===== src/rtl/defuse_pkg.sv =====
// Shared types and constants for the defuse sequencer and its countdown.
package defuse_pkg;

    // FSM state encoding, also driven out on state_o
    typedef enum logic [1:0] {
        ST_IDLE     = 2'd0,
        ST_ARMED    = 2'd1,
        ST_DEFUSED  = 2'd2,
        ST_EXPLODED = 2'd3
    } state_e;

    localparam int NUM_WIRES = 8;
    localparam int IDX_W     = 3;
    localparam int SEQ_W     = NUM_WIRES * IDX_W;

    // Wire index expected at cut step k; step k lives in bits [3k+2:3k] of the order word
    function automatic logic [IDX_W-1:0] seq_at(input logic [SEQ_W-1:0] seq,
                                                 input logic [IDX_W-1:0] k);
        return seq[int'(k) * IDX_W +: IDX_W];
    endfunction

endpackage


===== src/rtl/defuse_countdown.sv =====
// Loadable down-counter for the bomb timer.
// expire is combinational so the sequencer can leave ARMED on the same edge
// that the counter reaches zero.
module defuse_countdown #(
    parameter int            TW       = 7,
    parameter logic [TW-1:0] LOAD_VAL = TW'(60)
) (
    input  logic          clk,
    input  logic          rst_n,
    input  logic          i_load,
    input  logic          i_tick,
    input  logic          i_hold,
    output logic [TW-1:0] o_time_left,
    output logic          o_expire
);

    logic [TW-1:0] r_time;
    logic          w_dec;

    // A tick only counts while the timer is running and still has time left
    assign w_dec       = i_tick && !i_hold && (r_time != '0);
    assign o_expire    = w_dec && (r_time == TW'(1));
    assign o_time_left = r_time;

    // Load on round start, otherwise count down one tick at a time
    always_ff @(posedge clk) begin
        if (!rst_n) begin
            r_time <= '0;
        end else if (i_load) begin
            r_time <= LOAD_VAL;
        end else if (w_dec) begin
            r_time <= r_time - TW'(1);
        end
    end

endmodule


===== src/rtl/defuse_sequencer.sv =====
// Tracks wire cuts against the secret order and runs the round countdown.
// Produces the cut-wire vector consumed by the all-ones defuse checker.
//
//  state     | meaning
//  ----------+------------------------------------------------------------
//  IDLE      | waiting for arm; tick and cuts ignored
//  ARMED     | round running; timer counts ticks, cuts checked against SEQ
//  DEFUSED   | all wires cut in order; outputs frozen until reset
//  EXPLODED  | wrong cut or timeout; outputs frozen until reset
module defuse_sequencer
    import defuse_pkg::*;
#(
    parameter logic [SEQ_W-1:0] SEQ       = 24'o52607413,
    parameter int               TIME_INIT = 60,
    parameter int               TW        = 7
) (
    input  logic                 clk,
    input  logic                 rst_n,
    input  logic                 arm,
    input  logic                 tick,
    input  logic                 cut_valid,
    input  logic [IDX_W-1:0]     cut_idx,
    output logic [NUM_WIRES-1:0] defuse_vec,
    output logic [1:0]           state_o,
    output logic                 defused,
    output logic                 exploded,
    output logic [TW-1:0]        time_left
);

    state_e               r_state;
    logic [IDX_W-1:0]     r_step;
    logic [NUM_WIRES-1:0] r_vec;
    logic                 r_defused;
    logic                 r_exploded;

    logic                 w_load;
    logic                 w_hold;
    logic                 w_expire;
    logic [IDX_W-1:0]     w_expected;
    logic                 w_cut_new;
    logic                 w_cut_ok;
    logic                 w_cut_bad;
    logic                 w_last;
    logic [NUM_WIRES-1:0] w_cut_bit;

    assign w_load     = (r_state == ST_IDLE) && arm;
    assign w_hold     = (r_state != ST_ARMED);
    assign w_expected = seq_at(SEQ, r_step);

    // A cut on an already-cut wire is a no-op, never a mistake
    assign w_cut_new  = cut_valid && !r_vec[cut_idx];
    assign w_cut_ok   = w_cut_new && (cut_idx == w_expected);
    assign w_cut_bad  = w_cut_new && (cut_idx != w_expected);
    assign w_last     = (r_step == IDX_W'(NUM_WIRES - 1));
    assign w_cut_bit  = NUM_WIRES'(1) << cut_idx;

    defuse_countdown #(
        .TW       (TW),
        .LOAD_VAL (TW'(TIME_INIT))
    ) u_countdown (
        .clk         (clk),
        .rst_n       (rst_n),
        .i_load      (w_load),
        .i_tick      (tick),
        .i_hold      (w_hold),
        .o_time_left (time_left),
        .o_expire    (w_expire)
    );

    // Round FSM with step counter, cut vector and registered status flags
    always_ff @(posedge clk) begin
        if (!rst_n) begin
            r_state    <= ST_IDLE;
            r_step     <= '0;
            r_vec      <= '0;
            r_defused  <= 1'b0;
            r_exploded <= 1'b0;
        end else begin
            case (r_state)
                ST_IDLE: begin
                    if (arm) begin
                        r_state <= ST_ARMED;
                        r_step  <= '0;
                        r_vec   <= '0;
                    end
                end
                ST_ARMED: begin
                    if (w_cut_ok) begin
                        r_vec <= r_vec | w_cut_bit;
                        if (w_last) begin
                            // Final correct cut beats a simultaneous timeout
                            r_state   <= ST_DEFUSED;
                            r_defused <= 1'b1;
                        end else begin
                            r_step <= r_step + IDX_W'(1);
                            if (w_expire) begin
                                r_state    <= ST_EXPLODED;
                                r_exploded <= 1'b1;
                            end
                        end
                    end else if (w_cut_bad || w_expire) begin
                        r_state    <= ST_EXPLODED;
                        r_exploded <= 1'b1;
                    end
                end
                default: begin
                    // Terminal states hold everything until reset
                end
            endcase
        end
    end

    assign defuse_vec = r_vec;
    assign state_o    = r_state;
    assign defused    = r_defused;
    assign exploded   = r_exploded;

endmodule

===== config.mk =====
export PLATFORM = sky130hd
export DESIGN_NAME = defuse_sequencer
export DESIGN_NICKNAME = d
export VERILOG_FILES = /design/src/rtl/defuse_pkg.sv /design/src/rtl/defuse_countdown.sv /design/src/rtl/defuse_sequencer.sv
export SDC_FILE = /design/constraint.sdc
export NUM_CORES = 1
export LEC_CHECK = 0
export ABC_AREA = 1
export BUFFER_PORTS_ARGS = -buffer_cell sky130_fd_sc_hd__buf_2
export CORE_MARGIN = 5
export CORE_UTILIZATION = 55
export DETAILED_ROUTE_END_ITERATION = 7
export PLACE_DENSITY = 0.79
export SYNTH_ARGS = -nofsm -noshare
export SYNTH_HDL_FRONTEND = slang
export SYNTH_SLANG_ARGS = --single-unit

===== constraint.sdc =====
create_clock -name clk -period 4.8 [get_ports clk]
set_input_delay 0.72 -clock clk [delete_from_list [all_inputs] [get_ports clk]]
set_output_delay 0.72 -clock clk [all_outputs]
set_load 0.005 [all_outputs]

==> results.tsv, run 1 <==
stage	metric	value	unit
hold_path	type of the most critical hold path	reg2reg	
logic_synthesis	net count after synthesis	213	
die	Initial Util	0.582	
timing	relative slew slack	0.207	
power_and_ir_drop	IR drop worst, VDD	0.206	mV
timing	final setup violating endpoints	0	
place	pre-CTS setup slack	2.64	ns
logic_synthesis	Synth Area in Compound Gates	0.140	
setup_path	r2r startpoint	r_step[0]	
cells_and_area	Layout fillers	265	
setup_path	R2R Setup Slk	3.01	ns
die	I/O pins	27	
logic_synthesis	Post-synth ARST share	0	
die	Die W	61.7	um
logic_synthesis	Adder-Cell Fraction of Synth Area	0.0341	
timing	RSZ-0062 raised after global routing	no	
place	# placed instances	253	
hold_path	Worst Hold Depth	2	
logic_synthesis	mux cell area share after synthesis	0	
timing	worst setup skew after layout	0.00215	ns
place	placed cell area	1600	um^2
clock_network	Post-CTS Hold Buffers	0	
logic_synthesis	Synth Flop Type	dfxtp_1	
setup_path	slowest stage delay, CP	0.89	ns
grt	first-pass GRT wire length	4910	um
logic_synthesis	Mapped Area	1470	um^2
clock_network	CTS sink cnt	22	
setup_path	Cell Chain, Critical Path	buf_2, inv_2, o21ai_1, nand3_1, nand2_1, nor2_1	
logic_synthesis	count leader, synth	nand2_1	
logic_synthesis	cells after synthesis	201	
logic_synthesis	largest family of logic cells by synthesized area	simple AND/OR/NAND/NOR gates	
logic_synthesis	share of Yosys cell area claimed by the top area cell type	0.300	
setup_path	Crit path max-delay family	compound AO/OA/AOI/OAI gates	
clock_network	H-tree Lvls	1	
logic_synthesis	synthesized area per cell	7.30	um^2
grt	initial antenna violation count	0	
logic_synthesis	yosys warns	0	
place	gpl congestion	0.800	
power_and_ir_drop	Static Leak	0.772	nW
cells_and_area	n_diodes	0	
die	Die Area	3800	um^2
setup_path	worst path bufs/invs	2	
timing	Slew @ Worst Pin	1.18	ns
power_and_ir_drop	Tot Pwr	0.000498	W
routing	Detail Route Antenna Nets	0	
clock_network	total CTS buffers	3	
routing	Vias/cell	4.99	
logic_synthesis	number of flops mapped to enable cells by yosys	0	
setup_path	Crit Reg-Reg Endpoint	r_step[1]	
logic_synthesis	Yosys reg bits	22	
cells_and_area	Final Cell Area	1640	um^2
grt	GR Overflow Total	0	
grt	largest net degree at the start of global routing	15	
cells_and_area	final cell count without fillers	257	
grt	vias in the first global route	1196	
hold_path	min-delay src	defused	
setup_path	Crit Path Max Fanout	14	
clock_network	TritonCTS clock tree	done	
place	port bufs	26	
setup_path	slowest CP cell	o21ai_1	
timing	Setup WS post-layout	3.00	ns
clock_network	post-CTS setup buffer count	0	
cells_and_area	nets	240	
routing	final WL	2860	um
clock_network	Max Root-Sink Buffers	2	
clock_network	clk root buf	clkbuf_4	
logic_synthesis	post-synthesis simple-gate area fraction	0.391	
status	status	complete, no violations	
timing	Achievable Freq	554	MHz
setup_path	Crit. End Element	flip-flop	
setup_path	critical path type	in2reg	
clock_network	post-cts gate resize count	0	
cells_and_area	layout cells sized above 1	0.352	
setup_path	CP required	5.02	ns
cells_and_area	Area Growth Syn to Fin	11.7	%
timing	Tcrit/Tclk final	0.376	
die	core box area	2520	um^2
routing	DR vias	1283	
logic_synthesis	Synth area leaders	dfxtp_1 (30%), nand2_1 (10%), nand3_2 (6.8%)	
routing	drt pass-1 iters	4	
setup_path	Worst EP arrival	2.02	ns
clock_network	worst-skew pair later-pin latency	0.31	ns
power_and_ir_drop	pwr/cell area	304	nW/um^2
routing	DRC viols	0	
timing	TNS Setup	0	ns
hold_path	Worst Hold Path EP	defused	
routing	WL per Instance	11.1	um
timing	Final Critical Period	1.80	ns
logic_synthesis	xor-xnor portion of the synthesized cell area	0.0111	
routing	DRT iter0 DRCs	60	
timing	Hold Violations, Final	0	
die	Row Count	18	
setup_path	type of origin of the critical path	primary input	
logic_synthesis	Synth cell types	32	
clock_network	clock slew at reported path FFs	0.13	ns
logic_synthesis	cell taking the most area after synthesis	dfxtp_1	
timing	final slew viol count	0	
place	placed wire-length estimate	2250	um
job	max cap viols	0	
die	Die H	61.7	um
logic_synthesis	most frequent cells after synthesis	nand2_1 (39), inv_1 (26), dfxtp_1 (22), nor2_1 (22), nand2_2 (11)	
grt	Total GRT Usage	0.169	
setup_path	R2R depth	11	
logic_synthesis	register area share after synthesis	0.300	
-- worst register-to-register path, stage by stage (launching register included) --
cell	delay (ns)
dfxtp_1	0.37
ha_1	0.35
xnor2_2	0.18
inv_1	0.06
nand2_1	0.05
nand2_1	0.08
nor2_4	0.18
nand3_2	0.09
nand2_2	0.12
nand3_1	0.09
nand2_1	0.10
nor2_1	0.04
-- stage by stage --
step,util,hold WS [ns]
after global placement,0.635,0.440
final,0.650,0.463
after floorplan,-,0.443
after CTS,0.650,0.465
after global routing,0.650,0.481
after detailed placement,0.635,0.446
-- cell families after synthesis --
| group | Yosys count |
|---|---|
| simple gates | 106 |
| buf+inv | 38 |
| compound gates | 30 |
| flops | 22 |
| fa+ha+maj | 4 |
| xor+xnor | 1 |
-- cell type report --
class                      count  area (um^2)  share of cell area
sequential                    22          440               0.269
timing repair buffer          26          130              0.0794
tap                           30         37.5              0.0229
multi-input combinational    141          846               0.516
inverter                      34          149              0.0908
clock buffer                   4         36.3              0.0221
-- cell usage in the layout (no fill, tap or decap), types with 2 or more instances in the layout --
| master | n |
|---|---|
| a21oi_2 | 9 |
| buf_2 | 26 |
| a31oi_1 | 2 |
| nand2_2 | 11 |
| dfxtp_1 | 22 |
| nand2_4 | 2 |
| nor2_1 | 22 |
| nand3_2 | 10 |
| ha_1 | 4 |
| o21ai_1 | 5 |
| nand2_1 | 39 |
| nor2_2 | 3 |
| inv_2 | 5 |
| a21oi_1 | 9 |
| inv_1 | 26 |
| nand4_1 | 2 |
| clkbuf_4 | 3 |
| nor2_4 | 3 |
| nand3_1 | 10 |
-- state kept, by name, indices dropped and copies added (netlist names) --
| name | cells |
|---|---|
| exploded | 1 |
| r_step | 3 |
| u_countdown.o_time_left | 7 |
| defuse_vec | 8 |
| defused | 1 |
| state_o | 2 |
-- worst max path at each step --
stage,from,end,slack [ns],depth (start not counted)
after floorplan,cut_idx[1],r_step[0],3.06,11
after global placement,arm,r_step[1],2.69,6
after detailed placement,arm,r_step[1],2.64,6
after CTS,arm,r_step[1],2.99,6
after global routing,r_step[1],r_step[2],2.86,11
final,arm,r_step[1],3.00,6
-- where the power goes --
part | internal (W) | leakage, nW | total, W | switching [W]
combinational | 0.0000669 | 0.571 | 0.000174 | 0.000107
sequential | 0.000200 | 0.180 | 0.000219 | 0.0000190
clock | 0.0000463 | 0.0210 | 0.000105 | 0.0000586
-- routing by layer --
metal / up-vias / GRT usage / wire length (um)
met1: 571 / 0.225 / 1400
met3: 5 / 0.0252 / 115
li1: 686 / - / -
met5: - / 0 / 0
met2: 21 / 0.278 / 1300
met4: 0 / 0.0576 / 42
Note: power is estimated with default switching activity, not from simulation.
==> run 2, diff against run 1 <==
Settings changed: ABC_AREA 1 to 0, CORE_UTILIZATION 55 to 47, PLACE_DENSITY 0.79 to 0.74.
Clock period 4.8 ns to 1.5 ns, I/O delays scaled along.
==> run 2 against run 1 <==
The flow now finishes with violations (negative setup slack); largest cell class unchanged; critical path depth up 2; sequential power rose to 2.8 times the previous value; non-clock buffer count up 31; critical endpoint is now state_o[1]; clock skew up 0.0032 ns; die area down 4.0%; combinational power up 77%; largest power group unchanged; power rose to 2.7 times the previous value; first-iteration DRC count up 28%; final area up 5.9%.
==> results.tsv, run 2 <==
stage	metric	value	unit
status	status	complete, but fails checks	
status	failing checks	negative setup slack	
grt	initial antenna violation count	0	
die	Die Area	3650	um^2
timing	Achievable Freq	550	MHz
die	Initial Util	0.486	
timing	Tcrit/Tclk final	1.21	
cells_and_area	most common cell after layout, fill and taps aside	buf_4	
clock_network	clock slew at reported path FFs	0.13	ns
setup_path	CP required	1.71	ns
logic_synthesis	Post-synth ARST share	0	
routing	Detail Route Antenna Nets	0	
logic_synthesis	xor-xnor portion of the synthesized cell area	0.0503	
logic_synthesis	count leader, synth	dfxtp_1	
logic_synthesis	mux cell area share after synthesis	0.0524	
logic_synthesis	Synth area leaders	dfxtp_1 (37%), ha_1 (4.2%), a22o_1 (3.7%)	
timing	Final Critical Period	1.82	ns
die	Die H	60.4	um
clock_network	worst-skew pair later-pin latency	0.31	ns
setup_path	Worst Setup SP	r_step[1]	
setup_path	Crit Path Max Fanout	8	
setup_path	r2r startpoint	r_step[1]	
cells_and_area	n_diodes	0	
hold_path	type of the most critical hold path	in2reg	
grt	largest net degree at the start of global routing	14	
die	Die W	60.4	um
logic_synthesis	Adder-Cell Fraction of Synth Area	0.0419	
cells_and_area	nets	202	
logic_synthesis	Yosys reg bits	22	
setup_path	slowest stage delay, CP	0.38	ns
routing	Vias/cell	5.67	
place	gpl congestion	0.908	
timing	TNS Setup	-3.75	ns
job	max cap viols	0	
setup_path	slowest CP cell	dfxtp_4	
die	Row Count	18	
setup_path	R2R Setup Slk	-0.32	ns
timing	worst setup skew after layout	0.00536	ns
grt	Total GRT Usage	0.192	
clock_network	H-tree Lvls	1	
cells_and_area	most frequent cells in the layout	buf_4 (30), buf_2 (26), dfxtp_1 (20)	
die	I/O pins	27	
logic_synthesis	most frequent cells after synthesis	dfxtp_1 (22), nand2_1 (10), nor2_1 (10)	
setup_path	R2R depth	8	
logic_synthesis	yosys warns	0	
logic_synthesis	register area share after synthesis	0.369	
logic_synthesis	number of flops mapped to enable cells by yosys	0	
routing	DR vias	1242	
timing	final setup violating endpoints	15	
timing	Slew @ Worst Pin	0.558	ns
logic_synthesis	cell taking the most area after synthesis	dfxtp_1	
power_and_ir_drop	Static Leak	0.768	nW
clock_network	clk root buf	clkbuf_4	
setup_path	type of origin of the critical path	flip-flop	
logic_synthesis	synthesized area per cell	9.04	um^2
routing	WL per Instance	16.0	um
setup_path	Cell Chain, Critical Path	ha_4, xnor2_4, o41ai_2, o22ai_2, buf_6, buf_4, o211ai_1, a31oi_1	
cells_and_area	Layout fillers	188	
power_and_ir_drop	IR drop worst, VDD	0.681	mV
cells_and_area	Area Growth Syn to Fin	45.4	%
logic_synthesis	net count after synthesis	144	
place	placed wire-length estimate	2540	um
logic_synthesis	share of Yosys cell area claimed by the top area cell type	0.369	
logic_synthesis	cells after synthesis	132	
clock_network	Max Root-Sink Buffers	2	
timing	RSZ-0062 raised after global routing	yes	
power_and_ir_drop	pwr/cell area	760	nW/um^2
routing	DRT iter0 DRCs	77	
cells_and_area	max reg flops	8	
logic_synthesis	post-synthesis simple-gate area fraction	0.203	
grt	first-pass GRT wire length	5290	um
setup_path	critical path capture point	state_o[1]	
routing	drt pass-1 iters	4	
clock_network	total CTS buffers	3	
setup_path	stages on the worst setup path	8	
routing	DRC viols	0	
die	core box area	2450	um^2
logic_synthesis	Synth Flop Type	dfxtp_1	
timing	relative slew slack	0.626	
grt	GR Overflow Total	0	
logic_synthesis	Synth cell types	44	
cells_and_area	layout cells sized above 1	0.439	
power_and_ir_drop	Tot Pwr	0.00132	W
logic_synthesis	Synth Area in Compound Gates	0.237	
setup_path	Worst EP arrival	2.03	ns
setup_path	Crit path max-delay family	compound AO/OA/AOI/OAI gates	
clock_network	CTS sink cnt	22	
timing	final slew viol count	0	
grt	vias in the first global route	1230	
timing	Setup WS post-layout	-0.320	ns
setup_path	Crit Reg-Reg Endpoint	state_o[1]	
clock_network	TritonCTS clock tree	done	
timing	Hold Violations, Final	0	
timing	Min Hold Slack	0.191	ns
setup_path	critical path type	reg2reg	
routing	final WL	3500	um
setup_path	worst path bufs/invs	2	
clock_network	Post-CTS Hold Buffers	0	
logic_synthesis	Mapped Area	1190	um^2
logic_synthesis	largest family of logic cells by synthesized area	compound AO/OA/AOI/OAI gates	
place	port bufs	26	
setup_path	Crit. End Element	flip-flop	
-- run 2: metal layers --
layer,GRT usage,share of wire
met5,0,0
met4,0.0570,0.0066
met3,0.0319,0.045
met2,0.373,0.54
met1,0.211,0.41
-- run 2: kinds of logic (layout without fill, tap and decap cells) --
family                   after synthesis  in the layout
AND/OR/NAND/NOR                       47             47
flip-flops                            22             22
buffers and inverters                 11             68
adder cells (fa/ha/maj)                4              4
AO/OA/AOI/OAI                         37             37
XOR/XNOR                               6              6
multiplexers                           5              5
-- run 2: power breakdown --
part / switching (W) / internal, W
combinational: 0.000165 / 0.000143
clock: 0.000187 / 0.000203
sequential: 0.0000182 / 0.000603
total: 0.000370 / 0.000949
-- run 2: cell type report --
type	instances	area (um^2)	share of cell area
well taps	30	37.5	0.0216
inverters	7	26.3	0.0151
clock buffers	4	47.5	0.0274
multi-input cells	99	810	0.466
flip-flops and latches	22	448	0.258
repair buffers	57	367	0.211
-- run 2: repair_timing --
item / CTS / global route
setup buffers: 1 / 2
cloned: 0 / 0
setup endpoints to repair: 16 / 19
gates resized for setup: 5 / 11
pin swaps: 2 / 6
-- run 2: worst register-to-register path, cell delays in order, from the launching register on --
cell      delay, ns
dfxtp_4        0.38
ha_4           0.26
xnor2_4        0.14
o41ai_2        0.23
o22ai_2        0.13
buf_6          0.15
buf_4          0.14
o211ai_1       0.18
a31oi_1        0.10
-- run 2: worst min-delay path by stage --
stage | start | to | slack [ns] | depth (start not counted)
final | rst_n | defused | 0.19 | 2
after floorplan | rst_n | defused | 0.34 | 1
after detailed placement | defused | defused | 0.48 | 1
after global routing | rst_n | defused | 0.18 | 2
after global placement | defused | defused | 0.47 | 1
after CTS | rst_n | defused | 0.18 | 2
-- run 2: per-stage QoR --
step / setup WS, ns / area, um^2 / utilization / std cells
final: -0.320 / 1740 / 0.707 / 219
after CTS: -0.326 / 1670 / 0.680 / 217
after global placement: -0.248 / 1590 / 0.646 / 212
after global routing: -0.414 / 1740 / 0.707 / 219
after floorplan: -0.186 / 1240 / - / 132
after detailed placement: -0.333 / 1590 / 0.646 / 212
==> run 3, diff against run 2 <==
==> constraint.sdc (replaced) <==
create_clock -name clk -period 1.5 [get_ports clk]
set_input_delay 0.075 -clock clk [delete_from_list [all_inputs] [get_ports clk]]
set_output_delay 0.075 -clock clk [all_outputs]
set_load 0.005 [all_outputs]
==> run 3 against run 2 <==
Wire length is 9.7% lower; worst setup slack better by 0.029 ns; register-to-register slack better by 0.03 ns; final cell count is 2.3% lower; critical endpoint is now r_step[1]; sequential share of layout area is 1.3 points higher; the run still ends with negative setup slack left.
==> results.tsv, run 3 (synthesis results as in run 2) <==
stage	metric	value	unit
routing	DRT iter0 DRCs	66	
status	failing checks	negative setup slack	
hold_path	Worst Hold Depth	2	
die	Die W	60.4	um
timing	worst setup skew after layout	0.00595	ns
timing	RSZ-0062 raised after global routing	yes	
clock_network	CTS sink cnt	22	
setup_path	most frequent CP cell	buf_4	
clock_network	post-CTS setup buffer count	0	
place	gpl congestion	0.872	
routing	DR vias	1221	
timing	Achievable Freq	558	MHz
cells_and_area	Layout fillers	210	
timing	Tcrit/Tclk final	1.19	
cells_and_area	most frequent cells in the layout	buf_2 (26), buf_4 (26), dfxtp_1 (20)	
clock_network	worst-skew pair later-pin latency	0.31	ns
clock_network	total CTS buffers	3	
setup_path	type of origin of the critical path	flip-flop	
setup_path	Worst EP arrival	2.04	ns
power_and_ir_drop	Static Leak	0.728	nW
setup_path	Crit Path Max Fanout	9	
place	port bufs	26	
timing	Hold Violations, Final	0	
setup_path	R2R depth	7	
setup_path	slowest CP cell	dfxtp_4	
cells_and_area	Final Cell Area	1650	um^2
cells_and_area	n_diodes	0	
die	I/O pins	27	
routing	WL per Instance	14.8	um
timing	final setup violating endpoints	15	
place	placed wire-length estimate	2410	um
setup_path	Cell Chain, Critical Path	buf_4, or2_1, a211oi_1, o22ai_1, buf_4, or3_1, a31oi_1	
cells_and_area	layout cells sized above 1	0.380	
status	status	complete, but fails checks	
timing	relative slew slack	0.630	
grt	Total GRT Usage	0.193	
die	core box area	2450	um^2
setup_path	Crit. End Element	flip-flop	
timing	Final Critical Period	1.79	ns
grt	first-pass GRT wire length	5380	um
cells_and_area	Area Growth Syn to Fin	38.5	%
hold_path	type of the most critical hold path	in2reg	
grt	GR Overflow Total	0	
timing	final slew viol count	0	
die	Row Count	18	
routing	DRC viols	0	
place	placed cell area	1570	um^2
timing	Slew @ Worst Pin	0.553	ns
setup_path	CP required	1.75	ns
die	Die H	60.4	um
routing	final WL	3160	um
power_and_ir_drop	Tot Pwr	0.00130	W
routing	drt pass-1 iters	4	
clock_network	clk root buf	clkbuf_4	
cells_and_area	nets	197	
timing	Setup WS post-layout	-0.291	ns
setup_path	critical path type	reg2reg	
job	max cap viols	0	
clock_network	H-tree Lvls	1	
clock_network	TritonCTS clock tree	done	
clock_network	clock slew at reported path FFs	0.14	ns
setup_path	slowest stage delay, CP	0.38	ns
routing	Vias/cell	5.71	
grt	vias in the first global route	1255	
die	Initial Util	0.486	
clock_network	Max Root-Sink Buffers	2	
power_and_ir_drop	IR drop worst, VDD	0.507	mV
place	pre-CTS setup slack	-0.289	ns
cells_and_area	max reg flops	8	
die	Die Area	3650	um^2
routing	Detail Route Antenna Nets	0	
timing	TNS Setup	-3.61	ns
grt	initial antenna violation count	0	
grt	largest net degree at the start of global routing	14	
power_and_ir_drop	pwr/cell area	785	nW/um^2
## run 3: worst paths after layout
| check | startpoint | end | slack [ns] |
|---|---|---|---|
| max | r_step[1] | r_step[1] | -0.29 |
| min | rst_n | defused | 0.03 |
| max reg2reg | r_step[1] | r_step[1] | -0.29 |
| min reg2reg | defused | defused | 0.50 |
## run 3: metal layers
layer | wire length [um] | track usage
met5 | 0 | 0
met4 | 19 | 0.0570
met3 | 179 | 0.0426
met2 | 1580 | 0.332
met1 | 1380 | 0.241
## run 3: area by class of cell
| class | instances | area (um^2) | area share |
|---|---|---|---|
| clock buffers | 4 | 47.5 | 0.0288 |
| multi-input cells | 99 | 768 | 0.465 |
| well taps | 30 | 37.5 | 0.0227 |
| flip-flops and latches | 22 | 448 | 0.271 |
| inverters | 7 | 26.3 | 0.0159 |
| repair buffers | 52 | 325 | 0.197 |
## run 3: what timing repair did
action | CTS | global route
pin swaps | 1 | 2
resized for setup | 3 | 4
setup endpoints to repair | 15 | 20
hold buffers | 0 | 0
## run 3: worst max-delay path: cells and delay by family, from the launching register on
family,cells,cell delay (ns)
buf+inv,2,0.33
simple gates,2,0.53
compound gates,3,0.48
flops,1,0.38
## run 3: per-stage QoR
stage	cells	utilization	hold slack [ns]
CTS	214	0.665	0.0227
global route	214	0.673	0.0263
floorplan	132	-	0.193
finish	214	0.673	0.0349
detailed placement	210	0.639	0.375
global placement	210	0.639	0.376
## run 3: power breakdown
| part | switching [W] | internal, W | total, W |
|---|---|---|---|
| combinational | 0.000152 | 0.000126 | 0.000279 |
| sequential | 0.0000148 | 0.000603 | 0.000618 |
| clock | 0.000198 | 0.000203 | 0.000401 |
